## src/rtl/hyperbus_dly_pkg.sv

```systemverilog
// Shared types for the HyperBus delay-line controller: FSM states, request
// modes and the calibration window record.
package hyperbus_dly_pkg;

  // Window fields are sized for the widest supported tap code.
  localparam int DLY_TAP_W_MAX = 8;

  typedef enum logic [2:0] {
    ST_IDLE   = 3'd0,
    ST_STEP   = 3'd1,
    ST_SETTLE = 3'd2,
    ST_SAMPLE = 3'd3,
    ST_DONE   = 3'd4
  } dly_state_e;

  typedef enum logic {
    DLY_MODE_DIRECT = 1'b0,
    DLY_MODE_SWEEP  = 1'b1
  } dly_mode_e;

  typedef struct packed {
    logic                     found;
    logic [DLY_TAP_W_MAX-1:0] lo;
    logic [DLY_TAP_W_MAX-1:0] hi;
  } dly_win_t;

  // Midpoint of lo..hi with one extra bit so lo+hi cannot wrap.
  function automatic logic [DLY_TAP_W_MAX-1:0] dly_centre(
    input logic [DLY_TAP_W_MAX-1:0] lo,
    input logic [DLY_TAP_W_MAX-1:0] hi
  );
    logic [DLY_TAP_W_MAX:0] sum;
    sum = {1'b0, lo} + {1'b0, hi};
    return sum[DLY_TAP_W_MAX:1];
  endfunction

endpackage

```

## src/rtl/hyperbus_dly_stepper.sv

```systemverilog
// One delay-line tap register that walks toward its target by a single tap
// per enabled update-window cycle, so the delay path never sees a jump.
module hyperbus_dly_stepper #(
  parameter int TAP_W     = 3,
  parameter int RESET_TAP = 0
) (
  input  logic             clk_i,
  input  logic             rst_i,
  input  logic             en_i,
  input  logic             upd_win_i,
  input  logic [TAP_W-1:0] target_i,
  output logic [TAP_W-1:0] tap_o,
  output logic             at_target_o
);

  assign at_target_o = (tap_o == target_i);

  // Moving strictly toward an in-range target can never wrap the code.
  always_ff @(posedge clk_i or posedge rst_i) begin
    if (rst_i) begin
      tap_o <= TAP_W'(RESET_TAP);
    end else if (en_i && upd_win_i && !at_target_o) begin
      if (tap_o < target_i) tap_o <= tap_o + 1'b1;
      else                  tap_o <= tap_o - 1'b1;
    end
  end

endmodule

```

## src/rtl/hyperbus_delay_line_ctrl.sv

```systemverilog
// Per-channel delay-line tap controller: glitch-safe direct tap moves and a
// calibration sweep that parks the tap at the centre of the first pass window.
//
// state  | meaning
// IDLE   | ready for a request
// STEP   | walking the selected channel's tap toward target_q
// SETTLE | letting the delay path settle after a tap change
// SAMPLE | waiting for the sampler verdict on the current tap
// DONE   | one-cycle completion pulse
module hyperbus_delay_line_ctrl
  import hyperbus_dly_pkg::*;
#(
  parameter int NUM_CH        = 2,
  parameter int TAP_W         = 3,
  parameter int SETTLE_CYCLES = 4,
  parameter int RESET_TAP     = 0
) (
  input  logic                                       clk_i,
  input  logic                                       rst_i,
  input  logic                                       cfg_valid_i,
  output logic                                       cfg_ready_o,
  input  logic [((NUM_CH > 1) ? $clog2(NUM_CH) : 1)-1:0] cfg_chan_i,
  input  logic                                       cfg_mode_i,
  input  logic [TAP_W-1:0]                           cfg_tap_i,
  input  logic                                       upd_win_i,
  output logic                                       sample_req_o,
  input  logic                                       sample_valid_i,
  input  logic                                       sample_pass_i,
  output logic [NUM_CH*TAP_W-1:0]                    tap_o,
  output logic                                       busy_o,
  output logic                                       done_o,
  output logic                                       found_o,
  output logic [TAP_W-1:0]                           win_lo_o,
  output logic [TAP_W-1:0]                           win_hi_o
);

  localparam int                CH_W     = (NUM_CH > 1) ? $clog2(NUM_CH) : 1;
  localparam int                CNT_W    = $clog2(SETTLE_CYCLES + 1);
  localparam logic [CH_W:0]     NUM_CH_X = (CH_W + 1)'(NUM_CH);
  localparam logic [TAP_W-1:0]  TAP_MAX  = '1;

  dly_state_e        state_q;
  dly_mode_e         mode_q;
  logic [CH_W-1:0]   chan_q;
  logic              final_q;
  logic [TAP_W-1:0]  target_q;
  logic [TAP_W-1:0]  orig_q;
  logic [CNT_W-1:0]  settle_cnt_q;
  dly_win_t          rec_q;
  logic              open_q;

  logic [TAP_W-1:0]  taps [NUM_CH];
  logic [NUM_CH-1:0] at_tgt;
  logic [TAP_W-1:0]  cur_tap;
  logic              cur_at;
  logic [TAP_W-1:0]  in_tap;
  logic              chan_ok;
  logic              step_en;

  dly_win_t                 rec_nxt;
  logic                     open_nxt;
  logic [DLY_TAP_W_MAX-1:0] cur_tap_x;
  logic [DLY_TAP_W_MAX-1:0] centre_w;
  logic                     unused_win;

  assign cfg_ready_o = (state_q == ST_IDLE);
  assign busy_o      = !cfg_ready_o;
  assign chan_ok     = ({1'b0, cfg_chan_i} < NUM_CH_X);
  assign step_en     = (state_q == ST_STEP);

  for (genvar c = 0; c < NUM_CH; c++) begin : g_ch
    hyperbus_dly_stepper #(
      .TAP_W     (TAP_W),
      .RESET_TAP (RESET_TAP)
    ) u_stepper (
      .clk_i       (clk_i),
      .rst_i       (rst_i),
      .en_i        (step_en && (chan_q == CH_W'(c))),
      .upd_win_i   (upd_win_i),
      .target_i    (target_q),
      .tap_o       (taps[c]),
      .at_target_o (at_tgt[c])
    );
    assign tap_o[c*TAP_W +: TAP_W] = taps[c];
  end

  always_comb begin
    cur_tap = '0;
    cur_at  = 1'b0;
    in_tap  = '0;
    for (int c = 0; c < NUM_CH; c++) begin
      if (chan_q == CH_W'(c)) begin
        cur_tap = taps[c];
        cur_at  = at_tgt[c];
      end
      if (cfg_chan_i == CH_W'(c)) in_tap = taps[c];
    end
  end

  // Only the first contiguous run of passes is recorded; open_q drops on the
  // first fail after it, after which later passes are ignored.
  always_comb begin
    rec_nxt   = rec_q;
    open_nxt  = open_q;
    cur_tap_x = DLY_TAP_W_MAX'(cur_tap);
    if (sample_pass_i) begin
      if (!rec_q.found) begin
        rec_nxt.found = 1'b1;
        rec_nxt.lo    = cur_tap_x;
        rec_nxt.hi    = cur_tap_x;
        open_nxt      = 1'b1;
      end else if (open_q) begin
        rec_nxt.hi = cur_tap_x;
      end
    end else begin
      open_nxt = 1'b0;
    end
    centre_w = dly_centre(rec_nxt.lo, rec_nxt.hi);
  end

  assign unused_win = ^{rec_q.lo, rec_q.hi, centre_w};

  always_ff @(posedge clk_i or posedge rst_i) begin
    if (rst_i) begin
      state_q      <= ST_IDLE;
      mode_q       <= DLY_MODE_DIRECT;
      chan_q       <= '0;
      final_q      <= 1'b0;
      target_q     <= TAP_W'(RESET_TAP);
      orig_q       <= TAP_W'(RESET_TAP);
      settle_cnt_q <= '0;
      rec_q        <= '0;
      open_q       <= 1'b0;
      done_o       <= 1'b0;
      sample_req_o <= 1'b0;
      found_o      <= 1'b0;
      win_lo_o     <= '0;
      win_hi_o     <= '0;
    end else begin
      case (state_q)
        ST_IDLE: begin
          if (cfg_valid_i) begin
            chan_q  <= cfg_chan_i;
            mode_q  <= dly_mode_e'(cfg_mode_i);
            final_q <= 1'b0;
            if (!chan_ok) begin
              state_q <= ST_DONE;
              done_o  <= 1'b1;
            end else if (dly_mode_e'(cfg_mode_i) == DLY_MODE_SWEEP) begin
              orig_q   <= in_tap;
              target_q <= '0;
              rec_q    <= '0;
              open_q   <= 1'b0;
              state_q  <= ST_STEP;
            end else begin
              target_q <= cfg_tap_i;
              state_q  <= ST_STEP;
            end
          end
        end

        ST_STEP: begin
          if (cur_at) begin
            if (mode_q == DLY_MODE_DIRECT || final_q) begin
              state_q <= ST_DONE;
              done_o  <= 1'b1;
            end else begin
              settle_cnt_q <= CNT_W'(SETTLE_CYCLES);
              state_q      <= ST_SETTLE;
            end
          end
        end

        ST_SETTLE: begin
          if (settle_cnt_q == CNT_W'(1)) begin
            state_q      <= ST_SAMPLE;
            sample_req_o <= 1'b1;
          end else begin
            settle_cnt_q <= settle_cnt_q - 1'b1;
          end
        end

        ST_SAMPLE: begin
          if (sample_valid_i) begin
            sample_req_o <= 1'b0;
            rec_q        <= rec_nxt;
            open_q       <= open_nxt;
            state_q      <= ST_STEP;
            if (cur_tap != TAP_MAX) begin
              target_q <= cur_tap + 1'b1;
            end else begin
              final_q <= 1'b1;
              if (rec_nxt.found) begin
                target_q <= centre_w[TAP_W-1:0];
                found_o  <= 1'b1;
                win_lo_o <= rec_nxt.lo[TAP_W-1:0];
                win_hi_o <= rec_nxt.hi[TAP_W-1:0];
              end else begin
                target_q <= orig_q;
                found_o  <= 1'b0;
                win_lo_o <= '0;
                win_hi_o <= '0;
              end
            end
          end
        end

        ST_DONE: begin
          done_o  <= 1'b0;
          state_q <= ST_IDLE;
        end

        default: state_q <= ST_IDLE;
      endcase
    end
  end

endmodule

```

## config.mk

```make
export PLATFORM = sky130hd
export DESIGN_NAME = hyperbus_delay_line_ctrl
export DESIGN_NICKNAME = d
export VERILOG_FILES = /design/src/rtl/hyperbus_dly_pkg.sv /design/src/rtl/hyperbus_dly_stepper.sv /design/src/rtl/hyperbus_delay_line_ctrl.sv
export SDC_FILE = /design/constraint.sdc
export NUM_CORES = 1
export LEC_CHECK = 0
export BUFFER_PORTS_ARGS = -buffer_cell sky130_fd_sc_hd__buf_2
export CAP_MARGIN = 40
export CORE_MARGIN = 2
export CORE_UTILIZATION = 50
export DETAILED_ROUTE_END_ITERATION = 10
export GPL_ROUTABILITY_DRIVEN = 0
export GPL_TIMING_DRIVEN = 0
export PLACE_DENSITY = 0.82
export SLEW_MARGIN = 0
export SYNTH_ARGS = -nofsm -noshare
export SYNTH_HDL_FRONTEND = slang
export SYNTH_HIERARCHICAL = 1
export SYNTH_SLANG_ARGS = --single-unit
export TNS_END_PERCENT = 20
```

## constraint.sdc

```tcl
create_clock -name clk_i -period 2.1 [get_ports clk_i]
set_input_delay 0.21 -clock clk_i [delete_from_list [all_inputs] [get_ports clk_i]]
set_output_delay 0.21 -clock clk_i [all_outputs]
set_load 0.03 [all_outputs]
```

After elaboration in Yosys (flattened, before gate mapping):

Cells that the tools add are included.

* register bits after elaboration: 48
* output and inout bits: 17

* add/subtract/negate cells: 7
* equality and inequality tests: 18
* bitwise operators: 3
* reduce and logical (&&, ||, !) cells: 26
* muxes and demuxes: 48
* $lt $le $gt $ge: 2

Operators by type and width (count)
* two-way mux 17 bit: 4
* two-way mux 3 bit: 19
* case mux 17 bit (2 select lines): 1
* two-way mux 8 bit: 3
* AND reduction 4 bit: 4
* AND reduction 3 bit: 5
* two-way mux 1 bit: 14
* inequality test 2 bit, second input constant: 7
* case mux 3 bit (2 select lines): 2
* case mux 3 bit (4 select lines): 1
* adder 3 x 1 -> 3 bit, second input constant: 3
* subtractor 3 x 1 -> 3 bit, second input constant: 3
* case mux 1 bit (2 select lines): 4
* nonzero test 2 bit: 4
* == test 3 x 1 -> 1 bit, second input constant: 2
* == test 3 x 2 -> 1 bit, second input constant: 2
* == test 3 bit: 2
* logical AND 1 bit: 6
* less-than comparator 3 bit: 2
* inequality test 3 bit, second input constant: 2
* AND reduction 5 bit: 1
* adder 4 bit: 1
* inequality test 2 x 1 -> 1 bit, second input constant: 2
* == test 3 bit, second input constant: 1
* 5 further kinds: 9

Depth between registers and ports, before layout:

Gate-level depths: netlist of the first run.

* depth after elaboration: 9
* mapped depth: 12
* depth with buffers taken out: 11

Hierarchy:

The synthesis of the first run kept the hierarchy.

Modules (own cells, without submodules)
* hyperbus_delay_line_ctrl: area each 2052.0 sq um, cells each 219, instances 1
* hyperbus_dly_stepper at g_ch[0].u_stepper: area each 246.5 sq um, cells each 23, instances 1
* hyperbus_dly_stepper at g_ch[1].u_stepper: area each 234.0 sq um, cells each 23, instances 1

Worst setup path after synthesis of the first run:

No wires, ideal clock.

* path type: flip-flop to flip-flop
* start point: register g_ch[0].u_stepper.tap_o[0]
* end point: register target_q[0]
* period minus slack after synthesis: 2.212 ns
* setup slack: -0.112 ns
* cell stages (with the launch flop): 10
* buffers on the path: 0
* library setup time: 0.077 ns
* arrival: 2.135 ns
* cells stage by stage: dfrtp_1 > mux2_4 > and3_4 > o21ai_0 > fa_1 > o21ai_0 > o311ai_0 > o21ai_0 > a21oi_1 > a21oi_1

* word-level cells in the longest chain between the ends: 9
* elaborated cells between the ends (all ways): 12
* those cells by class: 2 x add/sub; 1 x eq/ne; 9 x mux

RTL lines
* from (decl): RTL line hyperbus_dly_stepper.sv:12 `output logic [TAP_W-1:0] tap_o,`
* from (signal assigned): RTL line hyperbus_dly_stepper.sv:21 `tap_o <= TAP_W'(RESET_TAP);`
* from (signal assigned): RTL line hyperbus_dly_stepper.sv:23 `if (tap_o < target_i) tap_o <= tap_o + 1'b1;`
* from (signal assigned): RTL line hyperbus_dly_stepper.sv:24 `else tap_o <= tap_o - 1'b1;`
* two-way mux 3 bit (*): RTL line hyperbus_delay_line_ctrl.sv:92 `if (chan_q == CH_W'(c)) begin`
* two-way mux 8 bit: RTL line hyperbus_delay_line_ctrl.sv:112 `end else if (open_q) begin`
* two-way mux 8 bit: RTL line hyperbus_delay_line_ctrl.sv:107 `if (!rec_q.found) begin`
* two-way mux 17 bit: RTL line hyperbus_delay_line_ctrl.sv:106 `if (sample_pass_i) begin`
* adder 4 bit: RTL line hyperbus_dly_pkg.sv:33 `sum = {1'b0, lo} + {1'b0, hi};`
* two-way mux 3 bit: RTL line hyperbus_delay_line_ctrl.sv:193 `if (rec_nxt.found) begin`
* two-way mux 3 bit (*): RTL line hyperbus_delay_line_ctrl.sv:189 `if (cur_tap != TAP_MAX) begin`
* two-way mux 3 bit (*): RTL line hyperbus_delay_line_ctrl.sv:184 `if (sample_valid_i) begin`
* case mux 3 bit (2 select lines) (*): RTL line hyperbus_delay_line_ctrl.sv:140 `case (state_q)`
* to (signal assigned): RTL line hyperbus_delay_line_ctrl.sv:190 `target_q <= cur_tap + 1'b1;`
* to (signal assigned): RTL line hyperbus_delay_line_ctrl.sv:194 `target_q <= centre_w[TAP_W-1:0];`
* to (signal assigned): RTL line hyperbus_delay_line_ctrl.sv:199 `target_q <= orig_q;`
* to (decl): RTL line hyperbus_delay_line_ctrl.sv:46 `logic [TAP_W-1:0] target_q;`

Mark *: on every way between the ends. The rest lies on a longest branch, timed or not. The select of a mux whose other input is x is not followed.
A chain may end at the register's enable or synchronous reset.

Final worst setup path of the first run:

* start point: register chan_q
* end point: register target_q[0]

* word-level cells in the longest chain between the ends: 9
* elaborated cells between the ends (all ways): 12
* those cells by class: 2 x add/sub; 1 x eq/ne; 9 x mux

RTL lines
* from (decl): RTL line hyperbus_delay_line_ctrl.sv:44 `logic [CH_W-1:0] chan_q;`
* from (signal assigned): RTL line hyperbus_delay_line_ctrl.sv:143 `chan_q <= cfg_chan_i;`
* two-way mux 3 bit (*): RTL line hyperbus_delay_line_ctrl.sv:92
* two-way mux 8 bit: RTL line hyperbus_delay_line_ctrl.sv:112
* two-way mux 8 bit: RTL line hyperbus_delay_line_ctrl.sv:107
* two-way mux 17 bit: RTL line hyperbus_delay_line_ctrl.sv:106
* adder 4 bit: RTL line hyperbus_dly_pkg.sv:33
* two-way mux 3 bit: RTL line hyperbus_delay_line_ctrl.sv:193
* two-way mux 3 bit (*): RTL line hyperbus_delay_line_ctrl.sv:189
* two-way mux 3 bit (*): RTL line hyperbus_delay_line_ctrl.sv:184
* case mux 3 bit (2 select lines) (*): RTL line hyperbus_delay_line_ctrl.sv:140

Marked as above.

==> metrics.log, run 1 <==
INFO  metric highest_clock_rate = 0.4479 GHz
INFO  metric via_count_of_the_routed_design = 2019
INFO  metric failed_checks = setup timing
INFO  metric final_layout_size_suffix_gt1_frac = 0.3204
INFO  metric synth.yosys.warnings = 6
INFO  metric worstSkewPairLatency = 0.29 ns
INFO  metric synth_async_sr_flop_share = 1.000
INFO  metric count_of_max_cap_constraint_violations = 0
INFO  metric rsz0062_at_grt = yes
INFO  metric setup.reg_to_reg.worst_slack = -0.13 ns
INFO  metric detailedPlace.worstSlack = -0.2992 ns
INFO  metric die_y = 75.17 µm
INFO  metric fin_util = 0.6281
INFO  metric critPathKind = reg2reg
INFO  metric crit_path_end_kind = flip-flop
INFO  metric first_iter_violations = 94
INFO  metric power_per_standard_cell_area = 1525 nW/µm²
INFO  metric placementRows = 25
INFO  metric cts_root_buffer = sky130_fd_sc_hd__clkbuf_8
INFO  metric synth_area = 2532 µm²
INFO  metric power_leakage = 0.001442 µW
INFO  metric numPortBuffers = 27
INFO  metric design_power_total = 4613 µW
INFO  metric synth_flop_cell = sky130_fd_sc_hd__dfrtp_1
INFO  metric synth_area_per_cell = 9.556 µm²
INFO  metric seqPwrFrac = 0.287
INFO  metric synthesis.nets = 291
INFO  metric remaining_drc_errors = 0
INFO  metric cts.sink_count = 40
INFO  metric synth_seq_area_share = 0.3953
INFO  metric average_wire_per_cell_in_the_routed_design = 14.88 µm
INFO  metric hpwl = 4165 µm
INFO  metric cts_buffer_depth = 2
INFO  metric clock_power_share = 0.116
INFO  metric cts_buffers = 5
INFO  metric routed_wirelength = 5596 µm
INFO  metric period_share = 1.063
INFO  metric antenna_found_initial = 0
INFO  metric final_cell_mix = sky130_fd_sc_hd__nand2_1 (37), sky130_fd_sc_hd__dfrtp_1 (35), sky130_fd_sc_hd__buf_2 (31), sky130_fd_sc_hd__inv_1 (23), sky130_fd_sc_hd__nor2_1 (18)
INFO  metric antenna_diode_count = 0
INFO  metric final_hold_viol_count = 0
INFO  metric slowest_stage = sky130_fd_sc_hd__fa_2
INFO  metric grt_max_degree = 19
INFO  metric all_layer_gr_usage = 0.2230
INFO  metric pwr-share-comb = 0.597
INFO  metric detail_route.vias_per_cell = 5.370
INFO  metric layout-area-overhead-vs-synth = 19.47%
INFO  metric p_switching = 2113 µW
INFO  metric hold_slack = 0.2329 ns
INFO  metric i_o_pin_cnt = 28
INFO  metric finish.net_count = 334
INFO  metric synth_cell_type_count = 54
INFO  metric vias_in_the_first_global_route = 2035
INFO  metric clk_pin_slew_worst_paths = 0.08 ns
INFO  metric number_of_instances_in_the_placed_design = 360
INFO  metric fin_skew = 0.005397 ns
INFO  metric required_time_of_the_critical_path = 2.32 ns
INFO  metric grt_overflow = 0
INFO  metric finalSetupViolations = 3
INFO  metric outcome = finished, violations left
INFO  metric internal_power = 2500 µW
INFO  metric min_path_type = in2reg
INFO  metric synthesis.instances = 265
INFO  metric timing_max_transition_violations_final = 0
INFO  metric number_of_enable_flip_flop_cells_after_synthesis = 0
INFO  metric initial_utilization = 0.5257
INFO  metric die_area = 5650 µm²
INFO  metric power.switching_fraction = 0.4581
INFO  metric wire_length_of_the_first_global_routing_pass = 9459 µm
INFO  metric yosys_register_bits = 40
INFO  metric placeableCoreArea = 4817 µm²
INFO  metric crit_path_start_kind = flip-flop
INFO  metric final.setup.worst_slack = -0.1329 ns
INFO  metric ir_drop = 771.8 µV
INFO  metric timing.critical_path.slowest_cell_delay = 0.44 ns
INFO  metric critical_path_peak_fanout = 5
INFO  metric crit_path_cell_trace = buf_6, mux2_4, mux2_4, o21ai_4, fa_2, o21ai_1, o311ai_1, o21ai_1, a21oi_1, a21oi_1
INFO  metric htree_num_levels = 2
INFO  metric final_cell_count_no_fill = 376
INFO  metric width_of_the_die = 75.17 µm
INFO  metric maxSlewHeadroom = 0.4553
INFO  metric worst_endpoint_data_arrival_time = 2.46 ns
INFO  metric ant_nets = 0
INFO  metric layout_commonest_cell = sky130_fd_sc_hd__nand2_1
INFO  metric tightest_slew = 0.8161 ns
INFO  metric number_of_iterations_in_the_first_detailed_routing_pass = 4
INFO  metric final.min_clock_period = 2.233 ns
INFO  metric cts_tree = yes
[critical path: cells and delay by family (launching register included)]
kind	cells	cell delay [ns]
AO/OA/AOI/OAI	6	0.57
flip-flops	1	0.38
multiplexers	2	0.63
adder cells (fa/ha/maj)	1	0.44
buffers and inverters	1	0.14
[cell families after synthesis]
| kind of cell | share of synthesized area |
|---|---|
| simple gates | 0.2080 |
| compound gates | 0.1621 |
| flops | 0.3953 |
| buf+inv | 0.07559 |
| fa+ha+maj | 0.08300 |
| mux | 0.05188 |
| xor+xnor | 0.02421 |
[per-layer routing]
metal / vias up / part of all wire / track usage
met2: 59 / 0.48 / 0.3616
met3: 15 / 0.050 / 0.05221
met1: 947 / 0.45 / 0.2857
met5: - / 0 / 0
li1: 998 / - / -
met4: 0 / 0.026 / 0.09747
[cells in the mapped netlist (2+ instances only)]
cell type / n / area, µm²
sky130_fd_sc_hd__buf_4: 2 / 15.01
sky130_fd_sc_hd__nand3b_1: 4 / 30.03
sky130_fd_sc_hd__buf_6: 5 / 56.30
sky130_fd_sc_hd__nor2_1: 18 / 67.56
sky130_fd_sc_hd__a21oi_1: 21 / 105.1
sky130_fd_sc_hd__buf_2: 4 / 20.02
sky130_fd_sc_hd__and3_1: 3 / 18.77
sky130_fd_sc_hd__nand2_1: 38 / 142.6
sky130_fd_sc_hd__and3_4: 2 / 22.52
sky130_fd_sc_hd__xnor2_1: 4 / 35.03
sky130_fd_sc_hd__mux2_2: 4 / 45.04
sky130_fd_sc_hd__fa_1: 3 / 60.06
sky130_fd_sc_hd__inv_1: 23 / 86.33
sky130_fd_sc_hd__nand3_1: 3 / 15.01
sky130_fd_sc_hd__o22ai_1: 2 / 12.51
sky130_fd_sc_hd__mux2i_1: 6 / 60.06
sky130_fd_sc_hd__nand2b_1: 3 / 18.77
sky130_fd_sc_hd__ha_1: 12 / 150.1
sky130_fd_sc_hd__a31oi_1: 2 / 12.51
sky130_fd_sc_hd__nand4_1: 2 / 12.51
sky130_fd_sc_hd__nor3b_1: 2 / 15.01
sky130_fd_sc_hd__o21ai_0: 16 / 80.08
sky130_fd_sc_hd__o21a_1: 2 / 15.01
sky130_fd_sc_hd__xor2_1: 3 / 26.28
sky130_fd_sc_hd__o31ai_1: 5 / 37.54
sky130_fd_sc_hd__or2_1: 2 / 12.51
sky130_fd_sc_hd__dfrtp_1: 40 / 1001
sky130_fd_sc_hd__o21ai_2: 6 / 52.55
sky130_fd_sc_hd__nor2b_1: 3 / 18.77
[flip-flops by register name (all words and copies together) (netlist names)]
register / cells
chan_q: 1
done_o: 1
final_q: 1
found_o: 1
g_ch.u_stepper/tap_o: 6
mode_q: 1
open_q: 1
orig_q: 3
rec_q: 9
sample_req_o: 1
settle_cnt_q: 3
state_q: 3
target_q: 3
win_hi_o: 3
win_lo_o: 3
[repair_timing]
action                                  4_1_cts  5_1_grt
hold endpoints to repair                      6        0
endpoints found under the setup margin        4       11
gates cloned                                  0        0
hold buffers                                  1        0
setup buffers                                 6        1
pin swaps                                     8        0
gates resized for setup                      19        3
[final timing paths]
check | cells after the start | startpoint | end
setup / recovery | 10 | chan_q | target_q[0]
hold / removal | 3 | cfg_tap_i[1] | target_q[1]
setup reg to reg | 10 | chan_q | target_q[0]
hold reg to reg | 2 | win_hi_o[0] | win_hi_o[0]
max in group asynchronous | 4 | rst_i | rec_q[0]
min in group asynchronous | 3 | rst_i | g_ch[0].u_stepper/tap_o[2]
[through the flow]
stage	area, µm²	TNS (ns)
detailed placement	2790	-0.6330
global placement	2763	-0.5264
global route	3025	-0.7347
floorplan	2544	-0.06036
finish	3025	-0.2967
CTS	3002	-0.2896
[cell type report]
class / count / area (µm²)
multi-input combinational: 190 / 1425
buffer: 12 / 105.1
timing repair buffer: 36 / 225.2
clock buffer: 6 / 82.58
clock inverter: 2 / 10.01
fill: 434 / 1792
tap: 67 / 83.83
sequential: 40 / 1007
inverter: 23 / 86.33
[power groups by stage]
| stage | combinational (µW) | sequential (µW) | clock (µW) |
|---|---|---|---|
| final | 2760 | 1320 | 535 |
| after global routing | 3060 | 1370 | 581 |
| after CTS | 2690 | 1320 | 551 |
| after detailed placement | 2480 | 1310 | 0 |
| after global placement | 2340 | 1290 | 0 |
| after floorplan | 1740 | 1450 | 0 |
No activity file was read; power rests on OpenSTA's default activity.
==> inputs of run 2 (changes only) <==
REMOVE_ABC_BUFFERS = 1   (was not set)
==> run 2 against run 1 <==
Net effect: the run still ends with setup timing left; hold slack improved by 0.018 ns; combinational power increased by 5%; core utilization increased by 1.9 points; routed wire length increased by 5.6%; via count increased by 2.5%; final cell count decreased by 1.1%; sequential share of layout area decreased by 0.95 points; design area increased by 3.1%; sequential cell count unchanged; non-clock buffer count decreased by 4; worst setup slack got worse by 0.0053 ns; critical endpoint unchanged; highest routed layer unchanged.
==> metrics.log, run 2 (synthesis gave the netlist of run 1 again) <==
INFO  metric required_time_of_the_critical_path = 2.33 ns (about the same)
INFO  metric vias_in_the_first_global_route = 2112 (+3.8%)
INFO  metric tightest_slew = 0.6548 ns (-0.1613 ns)
INFO  metric ir_drop = 938.9 µV (+22%)
INFO  metric all_layer_gr_usage = 0.2274 (+0.004431)
INFO  metric min_path_type = in2reg
INFO  metric clk_pin_slew_worst_paths = 0.08 ns (about the same)
INFO  metric grt_max_degree = 21 (+2)
INFO  metric detailed_place.area = 2674 µm² (-4.2%)
INFO  metric finish.net_count = 330 (-1.2%)
INFO  metric cts_buffers = 5 (unchanged)
INFO  metric power_leakage = 0.001437 µW (-0.35%)
INFO  metric cts.sink_count = 40 (unchanged)
INFO  metric outcome = finished, violations left
INFO  metric hpwl = 3728 µm (-10%)
INFO  metric placeableCoreArea = 4817 µm² (unchanged)
INFO  metric die_area = 5650 µm² (unchanged)
INFO  metric final.fill_count = 398 (-8.3%)
INFO  metric placementRows = 25 (unchanged)
INFO  metric initial_utilization = 0.5257 (unchanged)
INFO  metric wire_length_of_the_first_global_routing_pass = 9673 µm (+2.3%)
INFO  metric timing_max_transition_violations_final = 0 (unchanged)
INFO  metric crit_path_start_kind = flip-flop
INFO  metric failed_checks = setup timing
INFO  metric cts_tree = yes
INFO  metric power_per_standard_cell_area = 1618 nW/µm² (+6.1%)
INFO  metric critical_path_peak_fanout = 4 (-1)
INFO  metric antenna_diode_count = 0 (unchanged)
INFO  metric crit_path_end_kind = flip-flop
INFO  metric layout-area-overhead-vs-synth = 23.12%
INFO  metric largest_reg_flops = 9 (unchanged)
INFO  metric finish.instance_area = 3118 µm² (+3.1%)
INFO  metric design_power_total = 5045 µW (+9.4%)
INFO  metric numPortBuffers = 27 (unchanged)
INFO  metric worstSkewPairLatency = 0.30 ns (about the same)
INFO  metric maxSlewHeadroom = 0.5630 (+0.1077)
INFO  metric reg.largest.list = rec_q: 9 flops, g_ch.u_stepper/tap_o: 6 flops
INFO  metric first_iter_violations = 126 (+34%)
INFO  metric final.setup.worst_slack = -0.1382 ns (-0.005326 ns)
INFO  metric cts_root_buffer = sky130_fd_sc_hd__clkbuf_8
INFO  metric detailedPlace.worstSlack = -0.4287 ns (-0.1296 ns)
INFO  metric hold_slack = 0.2509 ns (+0.01796 ns)
INFO  metric width_of_the_die = 75.17 µm (unchanged)
INFO  metric htree_num_levels = 2 (unchanged)
INFO  metric die_y = 75.17 µm (unchanged)
INFO  metric remaining_drc_errors = 0 (unchanged)
INFO  metric i_o_pin_cnt = 28 (unchanged)
INFO  metric finalSetupViolations = 3 (unchanged)
INFO  metric critPathKind = reg2reg
INFO  metric final_hold_viol_count = 0 (unchanged)
INFO  metric layout_commonest_cell = sky130_fd_sc_hd__nand2_1
INFO  metric cts_buffer_depth = 2 (unchanged)
INFO  metric worst_endpoint_data_arrival_time = 2.46 ns (about the same)
INFO  metric routed_wirelength = 5911 µm (+5.6%)
INFO  metric count_of_max_cap_constraint_violations = 0 (unchanged)
INFO  metric period_share = 1.066 (+0.002536)
INFO  metric max_flop_register = rec_q
INFO  metric grt_overflow = 0 (unchanged)
INFO  metric highest_clock_rate = 0.4468 GHz (-0.24%)
INFO  metric fin_util = 0.6473 (+0.01922)
INFO  metric final_layout_size_suffix_gt1_frac = 0.3443 (+0.02387)
INFO  metric final.min_clock_period = 2.238 ns (+0.005326 ns)
INFO  metric detail_route.vias_per_cell = 5.565 (+3.6%)
INFO  metric final_cell_mix = sky130_fd_sc_hd__nand2_1 (37), sky130_fd_sc_hd__dfrtp_1 (34), sky130_fd_sc_hd__buf_2 (27), sky130_fd_sc_hd__inv_1 (23), sky130_fd_sc_hd__nor2_1 (16)
INFO  metric via_count_of_the_routed_design = 2070 (+2.5%)
INFO  metric fin_skew = 0.008059 ns (+0.002663 ns)
INFO  metric number_of_iterations_in_the_first_detailed_routing_pass = 5 (+1)
INFO  metric antenna_found_initial = 0 (unchanged)
INFO  metric rsz0062_at_grt = yes
INFO  metric ant_nets = 0 (unchanged)
INFO  metric average_wire_per_cell_in_the_routed_design = 15.89 µm (+6.8%)
-- run 2: changes by cell type in the layout (fill, tap and decap cells not counted), moves of 4 or more --
cell and delta:
sky130_fd_sc_hd__ha_4 +5, sky130_fd_sc_hd__buf_6 -5, sky130_fd_sc_hd__buf_2 -4, sky130_fd_sc_hd__buf_4 +6, sky130_fd_sc_hd__ha_1 -4
-- run 2: per-stage QoR --
step	instances	setup TNS (ns)
2_1_floorplan	253	-0.2921
3_3_place_gp	347	-1.449
3_5_place_dp	348	-2.111
4_1_cts	366	-0.2877
5_1_grt	372	-0.7399
6_report	372	-0.3143
-- run 2: final timing paths --
check                             from                          to  slack (ns)  cells past startpoint
max in group asynchronous        rst_i                   rec_q[16]        0.99                      4
min reg2reg                win_hi_o[2]                 win_hi_o[2]        0.47                      2
min in group asynchronous        rst_i  g_ch[0].u_stepper/tap_o[2]        0.34                      3
min                         cfg_chan_i                      chan_q        0.25                      2
max                             chan_q                 target_q[0]       -0.14                      9
max reg2reg                     chan_q                 target_q[0]       -0.14                      9
-- run 2: area by class of cell --
type,instances,area (µm²),area share
sequential,40,1008,0.3234
tap,67,83.83,0.02689
timing repair buffer,44,285.3,0.09149
multi-input combinational,190,1528,0.4900
inverter,23,86.33,0.02769
clock buffer,7,96.34,0.03090
clock inverter,1,30.03,0.009631
-- run 2: timing repair --
action,4_1_cts,5_1_grt
resized for setup,24,18
hold buffers,1,0
hold endpoints to repair,6,0
pin swaps,5,4
buffers inserted,9,6
setup endpoints to repair,11,12
-- run 2: where the power goes --
part	switching [µW]	internal, µW
combinational	1600	1310
sequential	393	1050
clock	271	419
total	2260	2790
-- run 2: per-layer routing --
metal,part of all wire,vias to the layer above,global-route usage
met4,0.014,0,0.09942
met1,0.42,1025,0.2902
met5,0,-,0
li1,-,987,-
met2,0.52,49,0.3830
met3,0.040,9,0.03614
-- run 2: worst max-delay path, cell delays in order, from the launching register on --
cell,delay [ns]
sky130_fd_sc_hd__dfrtp_2,0.49
sky130_fd_sc_hd__mux2_4,0.35
sky130_fd_sc_hd__mux2_4,0.30
sky130_fd_sc_hd__o21ai_2,0.07
sky130_fd_sc_hd__fa_2,0.44
sky130_fd_sc_hd__o21ai_0,0.08
sky130_fd_sc_hd__o311ai_1,0.11
sky130_fd_sc_hd__o21ai_1,0.10
sky130_fd_sc_hd__a21oi_1,0.09
sky130_fd_sc_hd__a21oi_1,0.14
==> inputs of run 3 (changes only) <==
--- a/config.mk
+++ b/config.mk
@@ -14,3 +14,3 @@
 export GPL_TIMING_DRIVEN = 0
-export PLACE_DENSITY = 0.82
+export PLACE_DENSITY = 0.8
 export REMOVE_ABC_BUFFERS = 1
==> constraint.sdc (replaced) <==
create_clock -name clk_i -period 2.4 [get_ports clk_i]
set_input_delay 0.24 -clock clk_i [delete_from_list [all_inputs] [get_ports clk_i]]
set_output_delay 0.24 -clock clk_i [all_outputs]
set_load 0.1 [all_outputs]
==> run 3 against run 2 <==
Net effect: the flow now finishes without violations; clock skew is 0.0025 ns lower; final cell count decreased by 2.7%; critical path depth is the same; largest cell class unchanged.
==> metrics.log, run 3 (synthesis gave the netlist of run 1 again) <==
INFO  metric highest_clock_rate = 0.4360 GHz (-2.4%)
INFO  metric clk_pin_slew_worst_paths = 0.08 ns (about the same)
INFO  metric reg.largest.list = rec_q: 9 flops, g_ch.u_stepper/tap_o: 6 flops
INFO  metric i_o_pin_cnt = 28 (unchanged)
INFO  metric vias_in_the_first_global_route = 1854 (-12%)
INFO  metric final.setup.worst_slack = 0.1064 ns (+0.2446 ns)
INFO  metric rsz0062_at_grt = no
INFO  metric layout-area-overhead-vs-synth = 15.37%
INFO  metric numPortBuffers = 27 (unchanged)
INFO  metric hpwl = 3726 µm (about the same)
INFO  metric worst_endpoint_data_arrival_time = 2.53 ns (+0.07 ns)
INFO  metric outcome = completed
INFO  metric cts_root_buffer = sky130_fd_sc_hd__clkbuf_8
INFO  metric final_hold_viol_count = 0 (unchanged)
INFO  metric cts.sink_count = 40 (unchanged)
INFO  metric wire_length_of_the_first_global_routing_pass = 8507 µm (-12%)
INFO  metric finish.net_count = 320 (-3.0%)
INFO  metric period_share = 0.9557 (-0.1101)
INFO  metric final.min_clock_period = 2.294 ns (+0.05541 ns)
INFO  metric final_cell_count_no_fill = 362 (-2.7%)
INFO  metric antenna_diode_count = 0 (unchanged)
INFO  metric timing_max_transition_violations_final = 0 (unchanged)
INFO  metric all_layer_gr_usage = 0.1988 (-0.02858)
INFO  metric final_cell_mix = sky130_fd_sc_hd__dfrtp_1 (38), sky130_fd_sc_hd__nand2_1 (37), sky130_fd_sc_hd__buf_2 (27), sky130_fd_sc_hd__inv_1 (23), sky130_fd_sc_hd__nor2_1 (17)
INFO  metric critPathKind = reg2reg
INFO  metric finalSetupViolations = 0 (-3)
INFO  metric crit_path_end_kind = flip-flop
INFO  metric ant_nets = 0 (unchanged)
INFO  metric fin_skew = 0.005520 ns (-0.002540 ns)
INFO  metric tightest_slew = 0.6357 ns (-0.01911 ns)
INFO  metric via_count_of_the_routed_design = 1987 (-4.0%)
INFO  metric routed_wirelength = 5216 µm (-12%)
INFO  metric max_flop_register = rec_q
INFO  metric detailedPlace.worstSlack = -0.1606 ns (+0.2681 ns)
INFO  metric maxSlewHeadroom = 0.5758 (+0.01275)
INFO  metric grt_max_degree = 22 (+4.8%)
INFO  metric grt_overflow = 0 (unchanged)
INFO  metric number_of_iterations_in_the_first_detailed_routing_pass = 4 (-1)
INFO  metric width_of_the_die = 75.17 µm (unchanged)
INFO  metric die_area = 5650 µm² (unchanged)
INFO  metric placementRows = 25 (unchanged)
INFO  metric layout_commonest_cell = sky130_fd_sc_hd__dfrtp_1
INFO  metric required_time_of_the_critical_path = 2.63 ns (+0.30 ns)
INFO  metric average_wire_per_cell_in_the_routed_design = 14.41 µm (-9.3%)
INFO  metric final_layout_size_suffix_gt1_frac = 0.2746 (-0.06969)
INFO  metric cts_tree = yes
INFO  metric detailed_place.area = 2674 µm² (unchanged)
INFO  metric first_iter_violations = 121 (-4.0%)
INFO  metric min_path_type = in2reg
INFO  metric finish.instance_area = 2922 µm² (-6.3%)
INFO  metric cts_buffers = 5 (unchanged)
INFO  metric htree_num_levels = 2 (unchanged)
INFO  metric crit_path_start_kind = flip-flop
INFO  metric critical_path_peak_fanout = 7 (+3)
INFO  metric largest_reg_flops = 9 (unchanged)
INFO  metric number_of_instances_in_the_placed_design = 348 (unchanged)
INFO  metric die_y = 75.17 µm (unchanged)
INFO  metric initial_utilization = 0.5257 (unchanged)
INFO  metric count_of_max_cap_constraint_violations = 0 (unchanged)
INFO  metric antenna_found_initial = 0 (unchanged)
INFO  metric placeableCoreArea = 4817 µm² (unchanged)
INFO  metric remaining_drc_errors = 0 (unchanged)
INFO  metric worstSkewPairLatency = 0.31 ns (about the same)
INFO  metric detail_route.vias_per_cell = 5.489 (-1.4%)
INFO  metric cts_buffer_depth = 2 (unchanged)
-- run 3: cell types whose count changed in the layout (fill, tap and decap cells not counted), sizes merged --
cell	previous run	this run
buf	43	33
clkinv	0	1
clkbuf	7	5
clkinvlp	0	1
-- run 3: repair_timing --
action / CTS / global route
pin swaps: 1 / 2
hold buffers: 1 / 0
gates resized for setup: 7 / 16
buffers inserted: 0 / 5
endpoints found under the hold margin: 6 / 0
endpoints found under the setup margin: 3 / 3
-- run 3: layer usage --
layer / routed length, µm / part of all wire / global-route usage
met5: 0 / 0 / 0
met4: 117 / 0.022 / 0.07018
met2: 2622 / 0.50 / 0.3382
met3: 166 / 0.032 / 0.03614
met1: 2310 / 0.44 / 0.2549
-- run 3: stage by stage --
stage	TNS [ns]	hold WS (ns)	util
finish	0	0.2568	0.6065
global route	0	0.2792	0.6065
CTS	-0.01398	0.2567	0.5855
detailed placement	-0.2681	0.1354	0.5551
global placement	-0.2095	0.1293	0.5494
floorplan	-1.295	-0.006356	-
-- run 3: final timing paths --
check	startpoint	to	slack [ns]	cells past startpoint
worst min register to register	win_hi_o[1]	win_hi_o[1]	0.48	2
max in group asynchronous	rst_i	chan_q	1.28	4
worst min-delay path	sample_valid_i	sample_req_o	0.26	4
worst max register to register	chan_q	target_q[1]	0.11	9
min in group asynchronous	rst_i	g_ch[0].u_stepper/tap_o[2]	0.36	3
worst max-delay path	chan_q	target_q[1]	0.11	9
-- run 3: worst max-delay path: stages (launching register included) --
cell and delay (ns):
sky130_fd_sc_hd__dfrtp_2 0.50, sky130_fd_sc_hd__mux2_4 0.27, sky130_fd_sc_hd__and3_4 0.22, sky130_fd_sc_hd__o21ai_2 0.07
sky130_fd_sc_hd__fa_1 0.37, sky130_fd_sc_hd__xnor2_1 0.16, sky130_fd_sc_hd__o21ai_1 0.10, sky130_fd_sc_hd__a311oi_2 0.31
sky130_fd_sc_hd__a31oi_1 0.08, sky130_fd_sc_hd__a21oi_1 0.16
-- run 3: area by class of cell --
type / count / area (µm²)
well taps: 67 / 83.83
clock buffers: 5 / 68.82
multi-input cells: 190 / 1426
inverters: 23 / 86.33
repair buffers: 34 / 210.2
flip-flops and latches: 40 / 1003
clock inverters: 3 / 42.54
fillers: 422 / 1896
Power of run 3 is left out: the tool's default activity adds up to more than one toggle a clock period on the data nets, which glitch-free logic cannot reach.
